--- src/rtl/spi_flash_reader.sv ---
// SPI flash reader: issues a 0x03 READ with a 24-bit address over a mode-0 link
// and returns one little-endian 32-bit word per accepted request.
//
// state | meaning
// IDLE  | chip select high, ready for a request
// CMD   | shifting out the 0x03 opcode, MSB first
// ADDR  | shifting out the captured 24-bit address, MSB first
// DATA  | shifting in 32 bits of read data
// GAP   | chip select held high before the next request
module spi_flash_reader #(
    parameter int unsigned CLK_DIV = 1,
    parameter int unsigned CS_HIGH = 2
) (
    input  logic        clock,
    input  logic        resetb,
    input  logic        req_valid,
    output logic        req_ready,
    input  logic [23:0] req_addr,
    output logic        rsp_valid,
    output logic [31:0] rsp_data,
    output logic        flash_csb,
    output logic        flash_clk,
    output logic        flash_io0,
    input  logic        flash_io1
);

    typedef enum logic [2:0] {IDLE, CMD, ADDR, DATA, GAP} state_t;

    localparam logic [7:0] CMD_READ = 8'h03;
    localparam logic [7:0] DIV_LOAD = 8'(CLK_DIV - 1);
    // The IDLE cycle ahead of the next acceptance also keeps chip select high,
    // so GAP only covers the remainder of the CS_HIGH window (at least one clock).
    localparam int unsigned GAP_LEN  = (CS_HIGH > 1) ? CS_HIGH - 1 : 1;
    localparam logic [7:0] GAP_LOAD = 8'(GAP_LEN - 1);

    state_t      r_state;
    state_t      w_state_nxt;
    logic        r_alive;
    logic [7:0]  r_div;
    logic [5:0]  r_bit;
    logic [30:0] r_tx;
    logic [30:0] r_rx;
    logic        r_csb;
    logic        r_sck;
    logic        r_io0;
    logic        r_rsp_valid;
    logic [31:0] r_rsp_data;

    logic        w_accept;
    logic        w_shifting;
    logic        w_tc;
    logic        w_bit_end;
    logic        w_seg_done;
    logic [31:0] w_rx_nxt;
    logic [31:0] w_rx_word;

    assign req_ready  = r_alive && (r_state == IDLE);
    assign w_accept   = req_valid && req_ready;
    assign w_shifting = (r_state == CMD) || (r_state == ADDR) || (r_state == DATA);
    assign w_tc       = (r_div == 8'd0);
    assign w_bit_end  = w_shifting && w_tc && r_sck;
    assign w_seg_done = w_bit_end && (r_bit == 6'd0);
    assign w_rx_nxt   = {r_rx, flash_io1};
    // First byte on the wire lands in the low byte of the response.
    assign w_rx_word  = {w_rx_nxt[7:0], w_rx_nxt[15:8], w_rx_nxt[23:16], w_rx_nxt[31:24]};

    assign flash_csb = r_csb;
    assign flash_clk = r_sck;
    assign flash_io0 = r_io0;
    assign rsp_valid = r_rsp_valid;
    assign rsp_data  = r_rsp_data;

    always_ff @(posedge clock or negedge resetb) begin
        if (!resetb) begin
            r_state <= IDLE;
        end else begin
            r_state <= w_state_nxt;
        end
    end

    always_comb begin
        w_state_nxt = r_state;
        case (r_state)
            IDLE:    if (w_accept)   w_state_nxt = CMD;
            CMD:     if (w_seg_done) w_state_nxt = ADDR;
            ADDR:    if (w_seg_done) w_state_nxt = DATA;
            DATA:    if (w_seg_done) w_state_nxt = GAP;
            GAP:     if (w_tc)       w_state_nxt = IDLE;
            default:                 w_state_nxt = IDLE;
        endcase
    end

    always_ff @(posedge clock or negedge resetb) begin
        if (!resetb) begin
            r_alive     <= 1'b0;
            r_div       <= 8'd0;
            r_bit       <= 6'd0;
            r_tx        <= '0;
            r_rx        <= '0;
            r_csb       <= 1'b1;
            r_sck       <= 1'b0;
            r_io0       <= 1'b0;
            r_rsp_valid <= 1'b0;
            r_rsp_data  <= '0;
        end else begin
            r_alive     <= 1'b1;
            r_rsp_valid <= 1'b0;
            if (w_accept) begin
                r_csb <= 1'b0;
                r_sck <= 1'b0;
                r_io0 <= CMD_READ[7];
                r_tx  <= {CMD_READ[6:0], req_addr};
                r_div <= DIV_LOAD;
                r_bit <= 6'd7;
            end else if (w_shifting) begin
                if (!w_tc) begin
                    r_div <= r_div - 8'd1;
                end else if (!r_sck) begin
                    r_sck <= 1'b1;
                    r_div <= DIV_LOAD;
                end else begin
                    // End of the high phase: sample MISO, start the next bit.
                    r_sck <= 1'b0;
                    r_div <= DIV_LOAD;
                    r_bit <= r_bit - 6'd1;
                    r_tx  <= {r_tx[29:0], 1'b0};
                    r_io0 <= (r_state == DATA) ? 1'b0 : r_tx[30];
                    if (r_state == DATA) begin
                        r_rx <= w_rx_nxt[30:0];
                    end
                    if (r_bit == 6'd0) begin
                        case (r_state)
                            CMD: r_bit <= 6'd23;
                            ADDR: begin
                                r_bit <= 6'd31;
                                r_io0 <= 1'b0;
                            end
                            DATA: begin
                                r_bit       <= 6'd0;
                                r_csb       <= 1'b1;
                                r_div       <= GAP_LOAD;
                                r_rsp_valid <= 1'b1;
                                r_rsp_data  <= w_rx_word;
                            end
                            default: ;
                        endcase
                    end
                end
            end else if ((r_state == GAP) && !w_tc) begin
                r_div <= r_div - 8'd1;
            end
        end
    end

endmodule

--- config.mk ---
export PLATFORM = sky130hd
export DESIGN_NAME = spi_flash_reader
export DESIGN_NICKNAME = d
export VERILOG_FILES = /design/src/rtl/spi_flash_reader.sv
export SDC_FILE = /design/constraint.sdc
export NUM_CORES = 1
export LEC_CHECK = 0
export BUFFER_PORTS_ARGS = -buffer_cell sky130_fd_sc_hd__clkbuf_2
export CAP_MARGIN = 5
export CORE_ASPECT_RATIO = 0.6
export CORE_UTILIZATION = 25
export DETAILED_ROUTE_END_ITERATION = 8
export SYNTH_ARGS = -nofsm -noshare
export SYNTH_HDL_FRONTEND = slang
export SYNTH_SLANG_ARGS = --single-unit
--- constraint.sdc ---
create_clock -name clock -period 3.2 [get_ports clock]
set_input_delay 0.32 -clock clock [delete_from_list [all_inputs] [get_ports clock]]
set_output_delay 0.32 -clock clock [all_outputs]
set_load 0.005 [all_outputs]
# Word-level counts from Yosys, hierarchy flattened
# Index checks and enable logic that the tools add are counted.
op_classes:
  add_sub_neg: 2
  mul: 0
  div: 0
  order_cmp: 0
  n_eq_ne: 9
  n_shift: 0
  n_mux: 43
  n_bitwise: 1
  n_reduce_logical: 24
ops:
  columns: ["op", "count"]
  rows:
  - ["31-bit 2-to-1 mux", 4]
  - ["8-bit 2-to-1 mux", 4]
  - ["6-bit 2-to-1 mux", 5]
  - ["1-bit 2-to-1 mux", 23]
  - ["6-bit one-hot mux with 3 select lines", 1]
  - ["3-bit 2-to-1 mux", 5]
  - ["3-bit one-hot mux with 5 select lines", 1]
  - ["5-bit AND reduction", 3]
  - ["2-bit != test (second input constant)", 5]
  - ["2-bit nonzero test", 5]
  - ["8-bit zero test", 1]
  - ["8-bit by 1-bit subtractor with 8-bit output (second input constant)", 1]
  - ["3-bit by 2-bit == test with 1-bit output (second input constant)", 2]
  - ["1-bit logical AND", 6]
  - ["6-bit zero test", 1]
  - ["6-bit AND reduction", 1]
  - ["6-bit by 1-bit subtractor with 6-bit output (second input constant)", 1]
  - ["3-bit by 1-bit == test with 1-bit output (second input constant)", 1]
  - ["3-bit == test (second input constant)", 1]
  - ["3-bit zero test", 1]
  - ["3-bit AND reduction", 1]
  - ["3-bit nonzero test", 1]
  - ["1-bit logical OR", 2]
  - ["2-bit AND reduction", 1]
  - ["2 further kinds", 2]
word_totals:
  register_bits: 116
  latchBits: 0
  mem_bits_rw: 0
  mem_bits_ro: 0
  input_bits: 28
  output_inout_bits: 37
  elab_cells: 90
  n_memories: 0

# Longest topological paths before layout
depth:
  word_depth: 8
  depth_mapped: 9
  mapped_depth_nobuf: 6

# Worst setup path after synthesis
# No wires, ideal clock.
synth_path:
  kind: "register to register"
  from: "reg r_div[0]"
  to: "reg r_rx[10]"
  t_arrival_ps: 1906
  slack_ps: 1169
  stages_incl_launch_ff: 10
  n_path_buf: 3
  synth_period_minus_slack_ps: 2031
  path_cell_list: "dfrtp_1 inv_1 ha_1 nor3b_2 and4_1 buf_2 and3_1 buf_6 buf_12 mux2_4"
synth_between:
  elab_chain_len: 2
synth_lines:
  columns: ["element", "line_no", "rtl"]
  rows:
  - ["from (decl)", "39", "logic [7:0] r_div;"]
  - ["from (signal assigned)", "117", "r_div <= r_div - 8'd1;"]
  - ["from (signal assigned)", "150", "r_div <= r_div - 8'd1;"]
  - ["8-bit zero test", "60", "assign w_tc = (r_div == 8'd0);"]
  - ["5-bit AND reduction (no source line)", null, null]
  - ["to (signal assigned)", "129", "r_rx <= w_rx_nxt[30:0];"]
  - ["to (decl)", "42", "logic [30:0] r_rx;"]
# Every way passes these cells.
# A chain may end at the register's enable or synchronous reset.

# Final worst setup path
layout_path:
  from: "reg r_div[0]"
  to: "reg r_rx[0]"
# The elaborated chain is that of the path after synthesis.

==> flow_summary.toml <==
[sta]
final_max_slew_viol_count = 0
min_period_over_period_pct = 78.5
rsz0062_at_grt = "false"
hold_viol_final = 0
tightest_slew_ns = 0.681
max_freq_ghz = 0.398
skew_ns = 0.00891
final.setup.tns_ns = 0
maxSlewHeadroom_pct = 53.4
timing.hold.ws_ns = 0.116
setup_viol = 0
layout_min_cycle_time_ns = 2.51

[grt]
overflow = 0
grt_usage_pct = 11.1
grt_pass1_vias = 3424
grt_first_pass_wirelength_mm = 18.3
grt_antenna_before_repair = 0
grt_max_degree = 72

[power_and_ir_drop]
power_frac_clock_pct = 46.8
power_density_mw_per_mm2 = 722
sw_frac_of_total_pct = 24.4
ir_drop_mv = 0.282
internal_power_mw = 3.49
leakage_nw = 3.19
pwr-share-seq_pct = 40.5
p_sw_mw = 1.12
fin_total_pwr_mw = 4.61
pwr-share-comb_pct = 12.7

[setup_path]
critical-path-max-stage-delay_ns = 0.46
cp_cell_sequence = "inv_1 -> ha_1 -> nor3b_2 -> and4_1 -> and3_2 -> buf_4 -> mux2_2"
end_kind = "flop"
arrival_ns = 2.81
critPathSlowestCell = "buf_4"
crit_required_ns = 3.50
worstSetupPathType = "reg2reg"
cp-start-kind = "flop"
critPathMaxFanout = 31

[clocking]
postCtsResizedCells = 0
cts.sinks = 116
path_clk_slew_ns = 0.05
clock_path_buffers = 2
htreeDepth = 4
numCtsBuffers = 17
cts_root_buf = "clkbuf_16"
postCtsSetupBuffers = 0
cts_tree = "built"
clk_latency_ns = 0.41

[placed_design]
dp.final_hpwl_mm = 7.23
place_area_mm2 = 0.00570
portBuffers = 64
place.gp.congestion = 0.849

[route]
routed_via_density = 4.45
via_count = 3274
drc = 0
drt_iter0_markers = 230
dr.pass1.iters = 5
drt_wl_total_mm = 10.7
antenna_left = 0
wl_per_cell_um = 14.6

[die]
fp-row-count = 40
die-area_mm2 = 0.0211
die_w_um = 187
coreArea_mm2 = 0.0201
initial_utilization_pct = 25.6
boundaryPins = 65
die_y_um = 113

[final_layout]
fin_util_pct = 31.8
nNetsFinal = 482
layout_common_cells = "115 x dfrtp_1, 63 x clkbuf_2, 33 x mux2_2"
final_cell_area_mm2 = 0.00638
drive_above_1_share_pct = 37.9
n_antenna_cell = 0
final_common_cell = "dfrtp_1"
area_growth_pct = 24.3

[synth]
yosys_warnings = 0
ys_seq_elements = 116
synth-main-ff-cell = "dfrtp_1"
syn_area_per_cell_um2 = 13.5
synth-seq-area-share_pct = 56.6
synthArstFlopShare_pct = 100
syn_area_mm2 = 0.00513
syn_nets = 412
ys_types = 51
syn-instance-count = 380
synth_edf_count = 0

[job]
maxCapViolations = 0

[run_status]
outcome = "complete, no violations"

[min_path]
hold_class = "in2reg"
repair_timing:
| item | 4_1_cts | 5_1_grt |
|---|---|---|
| endpoints found under the setup margin | 0 | 0 |
| hold buffers | 1 | 0 |
| endpoints found under the hold margin | 45 | 0 |
sequential cells by signal, summed over array words and instances, names as in the netlist, 3 cells and up:
| signal | cells |
|---|---|
| r_tx | 31 |
| rsp_data | 32 |
| r_bit | 6 |
| r_rx | 31 |
| r_div | 8 |
| r_state | 3 |
power groups by stage:
stage                     Combinational, mW  Clock, mW  Sequential (mW)
after floorplan                       0.434          0             1.83
after global placement                0.540          0             1.87
after detailed placement              0.581          0             1.88
after CTS                             0.592       2.22             1.86
after global routing                  0.665       2.28             1.89
final                                 0.585       2.16             1.87
metal layers:
layer	track usage [%]	up-vias	part of all wire, %
li1	-	1531	-
met1	15.3	1666	51
met2	15.6	63	43
met3	4.00	14	5.2
met4	4.97	0	1.1
met5	0	-	0
cell usage after synthesis (2+ instances only):
| library cell | n | share of area (%) |
|---|---|---|
| a21o_1 | 26 | 3.8 |
| o21ai_0 | 11 | 1.1 |
| buf_2 | 8 | 0.78 |
| mux2i_1 | 8 | 1.6 |
| ha_1 | 4 | 0.97 |
| and2_1 | 2 | 0.24 |
| nand2_1 | 25 | 1.8 |
| nor3_1 | 3 | 0.29 |
| dfrtp_1 | 115 | 56 |
| inv_1 | 7 | 0.51 |
| nor4_4 | 2 | 0.83 |
| nand3b_1 | 5 | 0.73 |
| nand3_1 | 16 | 1.6 |
| mux2_2 | 33 | 7.2 |
| mux2_4 | 30 | 8.8 |
| a32oi_1 | 2 | 0.34 |
| buf_6 | 4 | 0.88 |
| buf_4 | 2 | 0.29 |
| clkbuf_1 | 6 | 0.44 |
| a22o_1 | 23 | 3.9 |
| nor2_1 | 7 | 0.51 |
| nor4_1 | 2 | 0.24 |
| nor3b_1 | 2 | 0.29 |
| buf_12 | 3 | 1.2 |
| and3_1 | 2 | 0.24 |
| a21oi_1 | 7 | 0.68 |
worst max-delay path: cells and delay by family (launching register included):
kind / cells / cell delay (ns)
mux: 1 / 0.39
fa+ha+maj: 1 / 0.19
flops: 1 / 0.42
buf+inv: 2 / 0.59
simple gates: 3 / 0.80
worst paths after layout:
check	startpoint	to	slack (ns)	cells after the start
worst max-delay path	r_div[0]	r_rx[0]	0.69	7
worst min-delay path	req_addr[0]	r_tx[0]	0.12	3
worst max register to register	r_div[0]	r_rx[0]	0.69	7
worst min register to register	r_tx[24]	r_tx[25]	0.46	2
max in group asynchronous	resetb	r_bit[0]	1.92	3
min in group asynchronous	resetb	rsp_data[17]	0.46	2
kinds of logic after synthesis:
family | Yosys count | synth area share (%)
AND/OR/NAND/NOR | 74 | 8.31
flip-flops | 116 | 56.6
multiplexers | 72 | 17.8
other | 1 | 0.0730
adder cells (fa/ha/maj) | 4 | 0.975
AO/OA/AOI/OAI | 82 | 12.1
XOR/XNOR | 1 | 0.171
buffers and inverters | 30 | 4.07
metrics by stage:
step | instances | worst slack, ns
global route | 735 | 0.560
detailed placement | 703 | 0.740
finish | 735 | 0.689
CTS | 735 | 0.700
floorplan | 380 | 1.17
global placement | 703 | 0.889
layout make-up:
cell class                      count  area (µm²)
Tap cell                          273         342
Clock buffer                       22         474
Timing Repair Buffer               74         413
Multi-Input combinational cell    234        2020
Fill cell                        1994       13700
Sequential cell                   116        2900
Inverter                            7        26.3
Clock inverter                      9         199
(Power assumes the default switching activity.)
